## src/rtl/meissa_controller.sv

```systemverilog
// Job sequencer for the MEISSA multiplier array: steps the PE mode bus, the operand
// feed strobes and the adder-tree accumulate strobes through one K-vector job.
//
// state     | meaning
// ----------+---------------------------------------------------------------
// IDLE      | waiting for start, all outputs low
// LOAD      | array filling, c < K and c < D (mode 001)
// PROC_LOAD | feeding while products emerge, D <= c < K (mode 010)
// OUT_PROC  | feed finished, draining, K <= c <= K+D-2 (mode 011)
// OUT       | last product, c = K+D-1 (mode 100)
// FIN       | one-cycle done pulse, then back to IDLE
module meissa_controller #(
    parameter int ARRAY_DIM = 4,
    parameter int KW        = 8
) (
    input  logic          clk,
    input  logic          rst,
    input  logic          start,
    input  logic [KW-1:0] k_len,
    input  logic          abort,
    output logic          busy,
    output logic          done,
    output logic [2:0]    mode,
    output logic          feed_en,
    output logic [KW-1:0] feed_idx,
    output logic          acc_clear,
    output logic          out_valid,
    output logic [KW-1:0] out_idx
);

    localparam int D  = 2 * ARRAY_DIM - 1;
    localparam int DW = $clog2(D + 1);
    localparam int CW = ((KW > DW) ? KW : DW) + 1;
    localparam logic [CW-1:0] D_C = CW'(D);

    typedef enum logic [2:0] {
        IDLE      = 3'd0,
        LOAD      = 3'd1,
        PROC_LOAD = 3'd2,
        OUT_PROC  = 3'd3,
        OUT       = 3'd4,
        FIN       = 3'd5
    } state_t;

    state_t          state, state_n;
    logic [CW-1:0]   cnt, cnt_n;
    logic [KW-1:0]   k_q, k_n;
    logic [CW-1:0]   k_ext, end_c;

    logic            busy_n, done_n, feed_en_n, acc_clear_n, out_valid_n;
    logic [2:0]      mode_n;
    logic [KW-1:0]   feed_idx_n, out_idx_n;

    always_comb begin
        state_n = state;
        cnt_n   = cnt;
        k_n     = k_q;
        case (state)
            IDLE: begin
                if (start) begin
                    k_n     = k_len;
                    cnt_n   = '0;
                    state_n = (k_len == '0) ? FIN : LOAD;
                end
            end
            FIN: begin
                cnt_n   = '0;
                state_n = IDLE;
            end
            default: begin
                if (abort) begin
                    cnt_n   = '0;
                    state_n = IDLE;
                end else begin
                    cnt_n = cnt + CW'(1);
                end
            end
        endcase

        k_ext = CW'(k_n);
        end_c = k_ext + D_C;

        // State by counter position; only recomputed while the job advances.
        if (state != IDLE && state != FIN && !abort) begin
            if (cnt_n == end_c)
                state_n = FIN;
            else if (cnt_n == end_c - CW'(1))
                state_n = OUT;
            else if (cnt_n >= k_ext)
                state_n = OUT_PROC;
            else if (cnt_n >= D_C)
                state_n = PROC_LOAD;
            else
                state_n = LOAD;
        end

        busy_n = (state_n == LOAD) || (state_n == PROC_LOAD) ||
                 (state_n == OUT_PROC) || (state_n == OUT);
        done_n = (state_n == FIN);

        case (state_n)
            LOAD:      mode_n = 3'b001;
            PROC_LOAD: mode_n = 3'b010;
            OUT_PROC:  mode_n = 3'b011;
            OUT:       mode_n = 3'b100;
            default:   mode_n = 3'b000;
        endcase

        feed_en_n   = busy_n && (cnt_n < k_ext);
        feed_idx_n  = feed_en_n ? cnt_n[KW-1:0] : '0;
        acc_clear_n = busy_n && (cnt_n == '0);
        out_valid_n = busy_n && (cnt_n >= D_C) && (cnt_n < end_c);
        out_idx_n   = out_valid_n ? KW'(cnt_n - D_C) : '0;
    end

    always_ff @(posedge clk) begin
        if (rst) begin
            state     <= IDLE;
            cnt       <= '0;
            k_q       <= '0;
            busy      <= 1'b0;
            done      <= 1'b0;
            mode      <= 3'b000;
            feed_en   <= 1'b0;
            feed_idx  <= '0;
            acc_clear <= 1'b0;
            out_valid <= 1'b0;
            out_idx   <= '0;
        end else begin
            state     <= state_n;
            cnt       <= cnt_n;
            k_q       <= k_n;
            busy      <= busy_n;
            done      <= done_n;
            mode      <= mode_n;
            feed_en   <= feed_en_n;
            feed_idx  <= feed_idx_n;
            acc_clear <= acc_clear_n;
            out_valid <= out_valid_n;
            out_idx   <= out_idx_n;
        end
    end

endmodule

```

## config.mk

```make
export PLATFORM = sky130hd
export DESIGN_NAME = meissa_controller
export DESIGN_NICKNAME = d
export VERILOG_FILES = /design/src/rtl/meissa_controller.sv
export SDC_FILE = /design/constraint.sdc
export NUM_CORES = 1
export LEC_CHECK = 0
export BUFFER_PORTS_ARGS = -buffer_cell sky130_fd_sc_hd__buf_4
export CORE_ASPECT_RATIO = 1.2
export CORE_MARGIN = 2
export CORE_UTILIZATION = 53
export DETAILED_ROUTE_END_ITERATION = 8
export PLACE_DENSITY = 0.87
export SYNTH_ARGS = -nofsm -noshare
export SYNTH_HDL_FRONTEND = slang
export SYNTH_SLANG_ARGS = --single-unit
```

## constraint.sdc

```tcl
create_clock -name clk -period 4.15 [get_ports clk]
set_clock_uncertainty 0.1 [all_clocks]
set_input_delay 0.2075 -clock clk [delete_from_list [all_inputs] [get_ports clk]]
set_output_delay 0.2075 -clock clk [all_outputs]
set_load 0.01 [all_outputs]
```

; ---- Word level (Yosys, flattened, before mapping)
; Index checks and enable logic that the tools add are counted.
[word_totals]
register_bits = 44
in_bits = 12
output_inout_bits = 24
elab_cells = 61
[classes]
addsub = 4
order_cmp = 4
eq_ne = 9
mux = 15
bitwise_logic = 2
n_reduce_logical = 16
[ops]
columns = cell, n
row1 = 9-bit equality test, 2
row2 = 3-bit two-way mux, 6
row3 = 9-bit two-way mux, 2
row4 = 9-bit case mux with 2 select lines, 1
row5 = 8-bit two-way mux, 2
row6 = 3-bit case mux with 4 select lines, 1
row7 = "8-bit by 3-bit adder with 9-bit output, second input constant", 1
row8 = "9-bit by 1-bit adder with 9-bit output, second input constant", 1
row9 = "3-bit equality test, second input constant", 3
row10 = "9-bit by 3-bit >= comparator with 1-bit output, second input constant", 1
row11 = 9-bit by 8-bit >= comparator with 1-bit output, 1
row12 = 9-bit zero test, 1
row13 = 9-bit by 8-bit less-than comparator with 1-bit output, 1
row14 = 9-bit less-than comparator, 1
row15 = "9-bit by 1-bit subtractor with 9-bit output, second input constant", 1
row16 = 8-bit zero test, 1
row17 = "8-bit by 3-bit subtractor with 8-bit output, second input constant", 1
row18 = "3-bit by 2-bit equality test with 1-bit output, second input constant", 2
row19 = 1-bit logical AND, 6
row20 = 3-bit case mux with 2 select lines, 1
row21 = 2-bit two-way mux, 2
row22 = 2-bit OR reduction, 2
row23 = "3-bit by 1-bit equality test with 1-bit output, second input constant", 1
row24 = 3-bit zero test, 1
row25 = 5 further kinds, 8

; ---- Logic depth before layout (Yosys ltp)
; Gate-level depths: netlist (run 1).
[logic_depth]
depth_word = 17
mapped_depth = 18
depth_no_buf = 16

; ---- Worst setup path after synthesis (run 1)
; OpenSTA, ideal clock, no wires.
[synth_path]
path_kind = register -> register
startpoint = register state[2]
endpoint = register out_idx[2]
setup_ns = 0.077
arrival_ns = 4.228
t_required_ns = 3.973
path_slack_ns = -0.255
stages_incl_launch_ff = 19
path_buffers = 2
synth_period_minus_slack_ns = 4.405
path_cell_list = dfxtp_1 -> buf_6 -> nor4b_4 -> buf_2 -> mux2i_1 -> ha_1 -> nand2b_1 -> mux2i_1 -> or3_1 -> and2_4 -> inv_1 -> ha_1 -> nand3_1 -> o21ai_0 -> maj3_1 -> a21o_1 -> a21oi_1 -> o2111ai_1 -> a21oi_1
[synth_between]
elab_chain_cells = 16
word_cells_on_any_way = 35
classes_between = add/sub: 3 / order compare: 3 / eq/ne: 8 / mux: 10 / bitwise: 1 / reduce/logical: 10
[synth_rtl]
columns = item, line_no
row1 = start: declaration, 45  ; state_t state, state_n;
row2 = start signal: assignment, 130  ; state <= state_n;
row3 = 3-bit zero test / 3-bit equality test (equally long branches), 58  ; case (state)
row4 = 8-bit two-way mux / 9-bit case mux with 2 select lines (equally long branches), 58
row5 = 8-bit by 3-bit adder with 9-bit output / 9-bit by 3-bit >= comparator with 1-bit output (equally long branches), "81, 91, 112"
row6 = 9-bit by 1-bit subtractor with 9-bit output / 2-bit two-way mux (equally long branches), "87, 91"
row7 = 9-bit equality test / 2-bit two-way mux (equally long branches), "87, 89"
row8 = 3-bit two-way mux, 87  ; else if (cnt_n == end_c - CW'(1))
row9 = 3-bit two-way mux, 85  ; if (cnt_n == end_c)
row10 = 3-bit two-way mux, 84  ; if (state != IDLE && state != FIN && !abort) begin
row11 = 3-bit by 1-bit equality test with 1-bit output / 3-bit by 2-bit equality test with 1-bit output (equally long branches), 97  ; busy_n = (state_n == LOAD) || (state_n == PROC_LOAD) ||
row12 = 1-bit logical OR (2 in series), 97
row13 = 1-bit logical OR, 98  ; (state_n == OUT_PROC) || (state_n == OUT);
row14 = 1-bit logical AND (2 in series), 112  ; out_valid_n = busy_n && (cnt_n >= D_C) && (cnt_n < end_c);
row15 = 1-bit NOT (no source line), n/a
row16 = 2-bit OR reduction (no source line), n/a
row17 = end signal: assignment, 140  ; out_idx <= out_idx_n;
row18 = end: declaration, 28  ; output logic [KW-1:0] out_idx
; Parallel ways exist; a longest one is shown, timed or not.
; A chain may end at the register's enable or synchronous reset.

; ---- Worst setup path after layout (run 1)
; Ends and elaborated chain as after synthesis.

==> results.md, run 1 <==
* Status: finished clean
* Slew HR at 0.510
* Synthesized area per cell at 8.39 um2
* Pleak at 1.55 nW
* Post-CTS setup buffers at 0
* Final hold vios at 0
* Worst Setup End Kind: flip-flop
* Yosys Warn Count at 0
* Die area at 6090 um2
* Post-synthesis adder-cell area fraction at 0.0940
* Predominant post-synthesis flop cell: dfxtp_1
* CTS root buffer: clkbuf_8
* GR Overflow Total at 0
* Mux contribution to synthesized area at 0.0401
* Drt first-iter violations at 183
* Hold Buf Count CTS at 0
* Critical setup path kind: flip-flop to flip-flop
* Vias in the first global route at 2610
* Synth Area in Compound Gates at 0.184
* Initial antenna violation count at 0
* Largest family of logic cells by synthesized area: simple AND/OR/NAND/NOR gates
* Critical Path Start Type: flip-flop
* Final Setup Violations at 0
* CP max FO at 9
* Worst Max-Slew Pin Slew at 0.715 ns
* Initial Utilization at 0.548
* # IOs at 36
* Syn Nets at 379
* Clk buf depth at 2
* Num Clock Sinks at 44
* Post-DRT Antenna Nets at 0
* Synth cell types at 69
* Area taken by multi-input logic gates at 1950 um2
* Hold Crit Class: input port to flip-flop
* Fin util at 0.660
* Pre-antenna DRT Iters at 6
* Routed len/inst at 16.2 um
* Slew Limit Fails at 0
* Via count at 2760
* Post-DP HPWL at 5730 um
* Synthesis-to-finish area growth at 20.5%
* Core Rows at 29
* Post-Syn Area at 2900 um2
* Max-cap viol count at 0
* Peak VDD IR at 0.198 mV
* FMAX at 256 MHz
* Setup TNS at 0 ns
* Period utilization at 0.941
* Synth Area in Simple Gates at 0.261
* Drt via density at 6.01
* Ys async rst share at 0
* Die X at 71.6 um
* Seq. cell area at 883 um2
* H-tree Lvls at 2
* Cts bufs inserted at 5
* Flop2flop setup slack at 0.24 ns
* N_diodes at 0
* Drt total wl at 7450 um
* CTS tree: built
* Post-synthesis cell count at 346
* Critical Path RT at 4.28 ns
* Fillers at 438
* XOR/XNOR share of the synthesized area at 0.0741
* Min cycle time layout at 3.91 ns
* Area after DPL at 3340 um2
* Clock latency on the worst-skew pair at 0.30 ns
* GRT Total Usage at 0.248
* # DRC at 0
* PortBufs at 35
* RePlAce Congestion at 0.960
* EDFF count, synth at 0
* Post-synthesis sequential area ratio at 0.303
* Height of the chip at 85.1 um
* Clock-pin slew on the worst setup and hold paths at 0.08 ns
* # nets final at 429
* Design area at 3500 um2
* Largest net degree at the start of global routing at 24
* FF+latch count, synth at 44
* Global-route wire length before repair at 12100 um
* Power density over the cells at 334 nW/um2
* Core footprint at 5300 um2
* Layout cell share with drive strength beyond 1 at 0.212
* Crit path arrival time at 4.03 ns
[cells in the mapped netlist (3+ instances only)]
cell / n / share of area
dfxtp_1: 44 / 0.30
nor2_1: 43 / 0.056
nand2_1: 28 / 0.036
ha_1: 21 / 0.091
inv_1: 20 / 0.026
xnor2_1: 18 / 0.054
nand3_1: 16 / 0.028
a21oi_1: 13 / 0.022
o21ai_0: 10 / 0.017
nor3_1: 9 / 0.016
mux2i_1: 8 / 0.028
or3_1: 8 / 0.017
a21o_1: 6 / 0.016
and3_1: 5 / 0.011
o211ai_1: 5 / 0.013
a211oi_1: 4 / 0.010
and2_1: 4 / 0.0086
and4_1: 4 / 0.012
clkbuf_1: 4 / 0.0052
nor2b_1: 4 / 0.0086
o21a_1: 4 / 0.010
xor2_1: 4 / 0.012
a31oi_1: 3 / 0.0065
nand4_1: 3 / 0.0065
o2111ai_1: 3 / 0.0091
[metrics by stage]
step                      power (mW)  hold WS [ns]  cells  worst slack (ns)
after global routing            1.23         0.166    459           -0.0185
after global placement         0.811         0.449    451             0.273
final                           1.17         0.145    459             0.245
after CTS                       1.16         0.148    459            0.0584
after detailed placement       0.821         0.461    451            0.0854
after floorplan                0.723         0.233    346            0.0233
[routing by layer]
layer | vias to the layer above | track usage | routed length, um
li1 | 1352 | - | -
met3 | 27 | 0.0392 | 364
met1 | 1285 | 0.303 | 3050
met4 | 0 | 0.120 | 296
met5 | - | 0 | 0
met2 | 96 | 0.421 | 3730
[cell usage in the layout, fill, tap and decap left out, types with 2 or more instances in the layout]
cell type,n
inv_1,20
a21o_1,6
mux2i_2,2
nand3_1,16
a211oi_1,4
o311ai_0,2
nor2_1,43
a31oi_1,3
o21bai_1,2
dfxtp_1,42
nand2_1,28
mux2i_1,5
o211ai_1,5
o21ai_0,10
o21ai_2,2
buf_4,51
mux2i_4,2
nand2b_1,2
o221ai_1,2
nor3_1,9
a2111o_1,2
o21a_1,4
dfxtp_2,2
nor4_1,2
ha_1,20
or3_1,7
a21oi_1,12
nand4_1,3
clkbuf_8,6
and2_1,4
xnor2_1,18
and3_1,5
o41ai_1,2
or2_2,2
xor2_1,4
o2111ai_1,2
nor2b_1,4
and4_1,4
[critical path: stages, from the launching register on]
cell,delay (ns)
dfxtp_2,0.38
nor4b_4,0.26
buf_4,0.21
mux2i_2,0.25
ha_2,0.27
nand2b_1,0.10
mux2i_4,0.25
or3_4,0.19
and2_4,0.15
inv_1,0.04
ha_1,0.29
nand3_1,0.14
o21ai_0,0.11
maj3_1,0.36
a21o_1,0.19
a21oi_2,0.18
o2111ai_4,0.19
a21oi_1,0.18
[worst paths after layout]
| check | startpoint | to | cells after the start |
|---|---|---|---|
| max | state[2] | out_idx[2] | 17 |
| min | abort | cnt[4] | 3 |
| max reg2reg | state[2] | out_idx[2] | 17 |
| min reg2reg | cnt[4] | cnt[4] | 2 |
[area by class of cell]
type / instances / area share
Multi-Input combinational cell: 273 / 0.558
Sequential cell: 44 / 0.253
Clock inverter: 2 / 0.0111
Clock buffer: 6 / 0.0236
Inverter: 21 / 0.0225
Timing Repair Buffer: 51 / 0.109
Tap cell: 62 / 0.0222
[where the power goes]
part / leakage (nW) / total, mW / internal [mW] / switching [mW]
Clock: 0.0614 / 0.345 / 0.197 / 0.148
Sequential: 0.358 / 0.454 / 0.439 / 0.0153
Combinational: 1.13 / 0.370 / 0.165 / 0.205
Total: 1.55 / 1.17 / 0.800 / 0.368
[what timing repair did]
action                                  CTS  global route
hold endpoints to repair                  0             0
endpoints found under the setup margin    0            19
gates resized for setup                   0             6
[registers in the layout (all words and copies together) (netlist names), 3 cells and up]
signal / flops
out_idx: 8
cnt: 9
k_q: 8
mode: 3
state: 3
feed_idx: 8
[logic make-up after synthesis]
logic type	count (synthesis)
xor gates and xnor gates	23
adders and majority gates	22
muxes	11
DFF	44
and+or+nand+nor	143
AOI/OAI and AO/OA	74
buffers and inverters	29
No activity file was read; power rests on OpenSTA's default activity.
==> run 2: changes to the inputs <==
==> constraint.sdc (replaced) <==
create_clock -name clk -period 3.5 [get_ports clk]
set_clock_uncertainty 0.1 [all_clocks]
set_input_delay 0.175 -clock clk [delete_from_list [all_inputs] [get_ports clk]]
set_output_delay 0.175 -clock clk [all_outputs]
set_load 0.01 [all_outputs]
==> run 2 against run 1 <==
  * The run now ends with negative setup slack left
  * Clock-buffer cell count decreased by 1
  * Via count increased by 13%
  * Power is 31% higher
  * Worst hold slack got worse by 0.052 ns
  * Sequential share of layout area is 2.7 points lower
  * Combinational power is 58% higher
  * Die area did not move
==> results.md, run 2 (synthesized netlist as in run 1, its figures left out) <==
* Status: finished with violations
* Failing checks: negative setup slack
* Design area at 3920 um2 (+12%)
* Clock latency on the worst-skew pair at 0.31 ns (about the same)
* Num Clock Sinks at 44 (unchanged)
* Flop2flop setup slack at -0.09 ns (-0.34 ns)
* Setup TNS at -0.600 ns (-0.600 ns)
* Final hold vios at 0 (unchanged)
* Power density over the cells at 391 nW/um2 (+17%)
* Period utilization at 1.03 (+0.0853)
* Slowest CP cell: dfxtp_4
* Routed len/inst at 19.4 um (+20%)
* Critical Path Start Type: flip-flop
* Slew HR at 0.582 (+0.0723)
* Min cycle time layout at 3.59 ns (-0.313 ns)
* Fin util at 0.741 (+0.0805)
* Die area at 6090 um2 (unchanged)
* Pre-antenna DRT Iters at 5 (-1)
* Hold Buf Count CTS at 0 (unchanged)
* Layout cell share with drive strength beyond 1 at 0.324 (+0.112)
* Area after DPL at 3580 um2 (+7.1%)
* Total Power at 1.53 mW (+31%)
* Critical Path RT at 3.65 ns (-0.63 ns)
* PortBufs at 35 (unchanged)
* Inst Count DP at 467 (+3.5%)
* Crit path largest cell delay at 0.37 ns (about the same)
* Crit path arrival time at 3.74 ns (-0.29 ns)
* PnR worst setup slack at -0.0922 ns (-0.337 ns)
* GR Overflow Total at 0 (unchanged)
* Post-DP HPWL at 6280 um (+9.6%)
* H-tree Lvls at 2 (unchanged)
* Synthesis-to-finish area growth at 35.2%
* Vias in the first global route at 2905 (+11%)
* RePlAce Congestion at 0.933 (-2.8%)
* N_diodes at 0 (unchanged)
* Drt total wl at 9370 um (+26%)
* Max-cap viol count at 0 (unchanged)
* FMAX at 278 MHz (+8.7%)
* CP max FO at 6 (-3)
* RSZ-0062 raised after global routing: yes
* Most flop-heavy register: cnt
* Critical setup path kind: flip-flop to flip-flop
* # nets final at 452 (+5.4%)
* CTS root buffer: clkbuf_8
* Pleak at 1.70 nW (+9.8%)
* Die X at 71.6 um (unchanged)
* Post-DRT Antenna Nets at 0 (unchanged)
* Clk buf depth at 2 (unchanged)
* Hold Crit Class: input port to flip-flop
* # IOs at 36 (unchanged)
* Initial Utilization at 0.548 (unchanged)
* Most frequent cells in the layout: 72 x buf_4, 42 x nor2_1, 42 x dfxtp_1
* Core Rows at 29 (unchanged)
* Setup slack after placement at -0.0317 ns (-0.117 ns)
* Most common cell after layout, fill and taps aside: buf_4
* Hold slack at 0.0931 ns (-0.0516 ns)
* Via count at 3130 (+13%)
* Worst Max-Slew Pin Slew at 0.623 ns (-0.0921 ns)
* Drt first-iter violations at 331 (+81%)
* Final Setup Violations at 9 (+9)
* Final non-filler cell total at 482 (+5.0%)
* Initial antenna violation count at 0 (unchanged)
* Largest net degree at the start of global routing at 24 (unchanged)
* Cts bufs inserted at 5 (unchanged)
* CTS tree: built
* Clock-pin slew on the worst setup and hold paths at 0.09 ns (about the same)
* # DRC at 0 (unchanged)
* Peak VDD IR at 0.317 mV (+60%)
* Core footprint at 5300 um2 (unchanged)
* Largest register FFs at 9 (unchanged)
* Worst Setup End Kind: flip-flop
* Drt via density at 6.49 (+8.0%)
* Global-route wire length before repair at 13700 um (+13%)
* Height of the chip at 85.1 um (unchanged)
* Slew Limit Fails at 0 (unchanged)
* GRT Total Usage at 0.285 (+0.0363)
* Critical Path, Cell by Cell: nor4b_4 > buf_12 > mux2i_4 > ha_4 > nand2b_4 > mux2i_4 > or3_4 > and2_4 > inv_2 > ha_4 > a21oi_2 > o21ai_1 > maj3_2 > a21o_1 > a21oi_4 > o2111ai_4 > a21oi_2
## run 2: cell count changes in the layout (fill, tap and decap cells not counted), sizes merged
cell	delta
buf	+22
clkbuf	-1
clkinv	-1
clkinvlp	+1
inv	+1
o2111ai	+1
## run 2: repair_timing
action                     4_1_cts  5_1_grt
setup endpoints to repair       18       26
cloned                           1        0
resized for setup                8       23
setup buffers                    3        3
pin swaps                        5       12
## run 2: area by class of cell
class,count,area (um2)
Tap cell,62,77.6
Multi-Input combinational cell,274,2210
Timing Repair Buffer,73,561
Inverter,21,78.8
Sequential cell,44,886
Clock inverter,3,46.3
Clock buffer,5,68.8
Fill cell,364,1370
## run 2: final timing paths
check        startpoint         end  depth (start not counted)
min               abort      cnt[4]                          3
min reg2reg      cnt[4]      cnt[4]                          2
max            state[2]  out_idx[2]                         17
max reg2reg    state[2]  out_idx[2]                         17
## run 2: report_power, final
part	internal, mW	leakage [nW]	total (mW)	switching, mW
Sequential	0.520	0.358	0.537	0.0166
Combinational	0.267	1.28	0.585	0.318
Clock	0.215	0.0548	0.413	0.198
Total	1.00	1.70	1.53	0.532
## run 2: per-layer routing
metal  global-route usage  routed length (um)  vias up
met2                0.502                4750      193
met4                0.141                 438        0
met3               0.0451                 763       53
met1                0.329                3430     1482
li1                     -                   -     1402
met5                    0                   0        -
## run 2: critical path, delay by kind of cell, from the launching register on
family / cells / cell delay [ns]
multiplexers: 2 / 0.42
flip-flops: 1 / 0.37
buffers and inverters: 2 / 0.20
adder cells (fa/ha/maj): 3 / 0.75
AND/OR/NAND/NOR: 4 / 0.71
AO/OA/AOI/OAI: 6 / 0.97
==> run 3: changes to the inputs <==
--- a/config.mk
+++ b/config.mk
@@ -8,9 +8,9 @@
 export BUFFER_PORTS_ARGS = -buffer_cell sky130_fd_sc_hd__buf_4
 export CORE_ASPECT_RATIO = 1.2
 export CORE_MARGIN = 2
-export CORE_UTILIZATION = 53
+export CORE_UTILIZATION = 50
 export DETAILED_ROUTE_END_ITERATION = 8
-export PLACE_DENSITY = 0.87
+export PLACE_DENSITY = 0.83
 export SYNTH_ARGS = -nofsm -noshare
 export SYNTH_HDL_FRONTEND = slang
 export SYNTH_SLANG_ARGS = --single-unit
==> run 3 against run 2 <==
  * The flow still finishes with violations (negative setup slack)
  * Sequential share of layout area is essentially flat
  * First-iteration DRC count fell by 23%
  * Core utilization decreased by 4.2 points
  * Highest routed layer unchanged
==> results.md, run 3 (synthesized netlist as in run 1, its figures left out) <==
* Core Rows at 30 (+3.4%)
* Via count at 2937 (-6.2%)
* Clock latency on the worst-skew pair at 0.30 ns (about the same)
* Slew HR at 0.606 (+0.0235)
* Crit path largest cell delay at 0.55 ns (+0.18 ns)
* RSZ-0062 raised after global routing: yes
* H-tree Lvls at 2 (unchanged)
* Routed len/inst at 18.0 um (-7.3%)
* CP max FO at 6 (unchanged)
* Worst Max-Slew Pin Slew at 0.588 ns (-0.0350 ns)
* Crit path buffers/inverters at 2 (unchanged)
* Height of the chip at 87.5 um (+2.8%)
* Initial antenna violation count at 0 (unchanged)
* Peak VDD IR at 0.221 mV (-30%)
* Cell family with most CP delay: compound AO/OA/AOI/OAI gates
* Pre-antenna DRT Iters at 5 (unchanged)
* Die X at 73.6 um (+2.8%)
* Inst Count DP at 467 (unchanged)
* # IOs at 36 (unchanged)
* Post-DRT Antenna Nets at 0 (unchanged)
* Power density over the cells at 389 nW/um2 (-0.43%)
* Post-DP HPWL at 6010 um (-4.2%)
* Period utilization at 1.03 (+0.00514)
* # DRC at 0 (unchanged)
* Crit path arrival time at 3.75 ns (about the same)
* Drt first-iter violations at 256 (-23%)
* Max-cap viol count at 0 (unchanged)
* Drt total wl at 8760 um (-6.5%)
* Synthesis-to-finish area growth at 35.5%
* Pleak at 1.70 nW (about the same)
* Final hold vios at 0 (unchanged)
* Slew Limit Fails at 0 (unchanged)
* Most common cell after layout, fill and taps aside: buf_4
* Fin util at 0.698 (-0.0422)
* Hold slack at 0.105 ns (+0.0122 ns)
* Largest net degree at the start of global routing at 24 (unchanged)
* Largest register FFs at 9 (unchanged)
* Vias in the first global route at 2745 (-5.5%)
* Clk buf depth at 2 (unchanged)
* Hold Buf Count CTS at 0 (unchanged)
* Initial Utilization at 0.516 (-0.0324)
* Die area at 6430 um2 (+5.7%)
* GRT Total Usage at 0.262 (-0.0221)
* Most frequent cells in the layout: 73 x buf_4, 43 x nor2_1, 41 x dfxtp_1
* Critical Path, Cell by Cell: buf_4 > or4b_4 > buf_4 > nand2_1 > nand2_1 > xnor2_1 > ha_1 > a21o_1 > a21oi_2 > o21ai_1 > maj3_2 > a21o_1 > a21oi_4 > o2111ai_4 > nor2_1
* Final non-filler cell total at 486 (+0.83%)
* RePlAce Congestion at 0.896 (-4.0%)
* Num Clock Sinks at 44 (unchanged)
* Core footprint at 5630 um2 (+6.3%)
* Failing checks: negative setup slack
* Hold Crit Class: input port to flip-flop
* Slowest CP cell: or4b_4
* Layout cell share with drive strength beyond 1 at 0.315 (-0.00864)
* Clock-pin slew on the worst setup and hold paths at 0.09 ns (about the same)
* Critical setup path kind: flip-flop to flip-flop
* PortBufs at 35 (unchanged)
* PnR worst setup slack at -0.110 ns (-0.0180 ns)
* # nets final at 454 (+0.44%)
* GR Overflow Total at 0 (unchanged)
* Worst Setup End Kind: flip-flop
* Final Setup Violations at 9 (unchanged)
* Critical Path Start Type: flip-flop
* Critical Path RT at 3.64 ns (about the same)
* Cts bufs inserted at 5 (unchanged)
* FMAX at 277 MHz (-0.50%)
* Status: finished with violations
* CTS root buffer: clkbuf_8
* Global-route wire length before repair at 13000 um (-4.7%)
* N_diodes at 0 (unchanged)
* Min cycle time layout at 3.61 ns (+0.0180 ns)
* Drt via density at 6.04 (-6.9%)
* CTS tree: built
* Most flop-heavy register: cnt
run 3: cell types whose count changed in the layout (fill, tap and decap cells not counted), sizes merged:
| cell | before | now |
|---|---|---|
| buf | 73 | 75 |
run 3: metal layers:
metal | wire length (um) | global-route usage
met2 | 4540 | 0.456
met3 | 541 | 0.0347
met5 | 0 | 0
met1 | 3490 | 0.328
met4 | 194 | 0.0909
run 3: worst paths after layout:
path,slack (ns),from,endpoint,cells past startpoint
setup / recovery,-0.11,state[2],out_idx[7],15
hold / removal,0.11,abort,cnt[4],3
setup reg to reg,-0.11,state[2],out_idx[7],15
hold reg to reg,0.49,cnt[4],cnt[4],2
run 3: repair_timing:
item | CTS | global route
buffers inserted | 3 | 7
resized for setup | 8 | 24
gates cloned | 1 | 0
pin swaps | 5 | 22
endpoints found under the setup margin | 11 | 26
run 3: metrics by stage:
step	worst slack [ns]	TNS (ns)	instance area [um2]	total power, mW
final	-0.110	-0.700	3930	1.53
after global routing	-0.198	-3.52	3930	1.60
after CTS	0.00483	0	3760	1.46
after detailed placement	0.00451	0	3560	1.03
after global placement	0.0981	0	3560	1.02
after floorplan	-0.345	-4.74	3040	0.892
run 3: power breakdown:
group / switching [mW] / internal (mW)
clock: 0.189 / 0.215
combinational: 0.317 / 0.272
sequential: 0.0161 / 0.520
total: 0.523 / 1.01
run 3: worst register-to-register path: cells and delay by family (launching register included):
| kind | cells | cell delay [ns] |
|---|---|---|
| flops | 1 | 0.34 |
| xor+xnor | 1 | 0.14 |
| simple gates | 4 | 0.86 |
| buf+inv | 2 | 0.35 |
| compound gates | 6 | 1.05 |
| fa+ha+maj | 2 | 0.71 |
run 3: final cells by class:
| cell class | count | area [um2] |
|---|---|---|
| multi-input combinational | 274 | 2200 |
| timing repair buffer | 75 | 571 |
| sequential | 44 | 887 |
| tap | 64 | 80.1 |
| fill | 416 | 1700 |
| clock buffer | 5 | 68.8 |
| clock inverter | 3 | 46.3 |
| inverter | 21 | 78.8 |
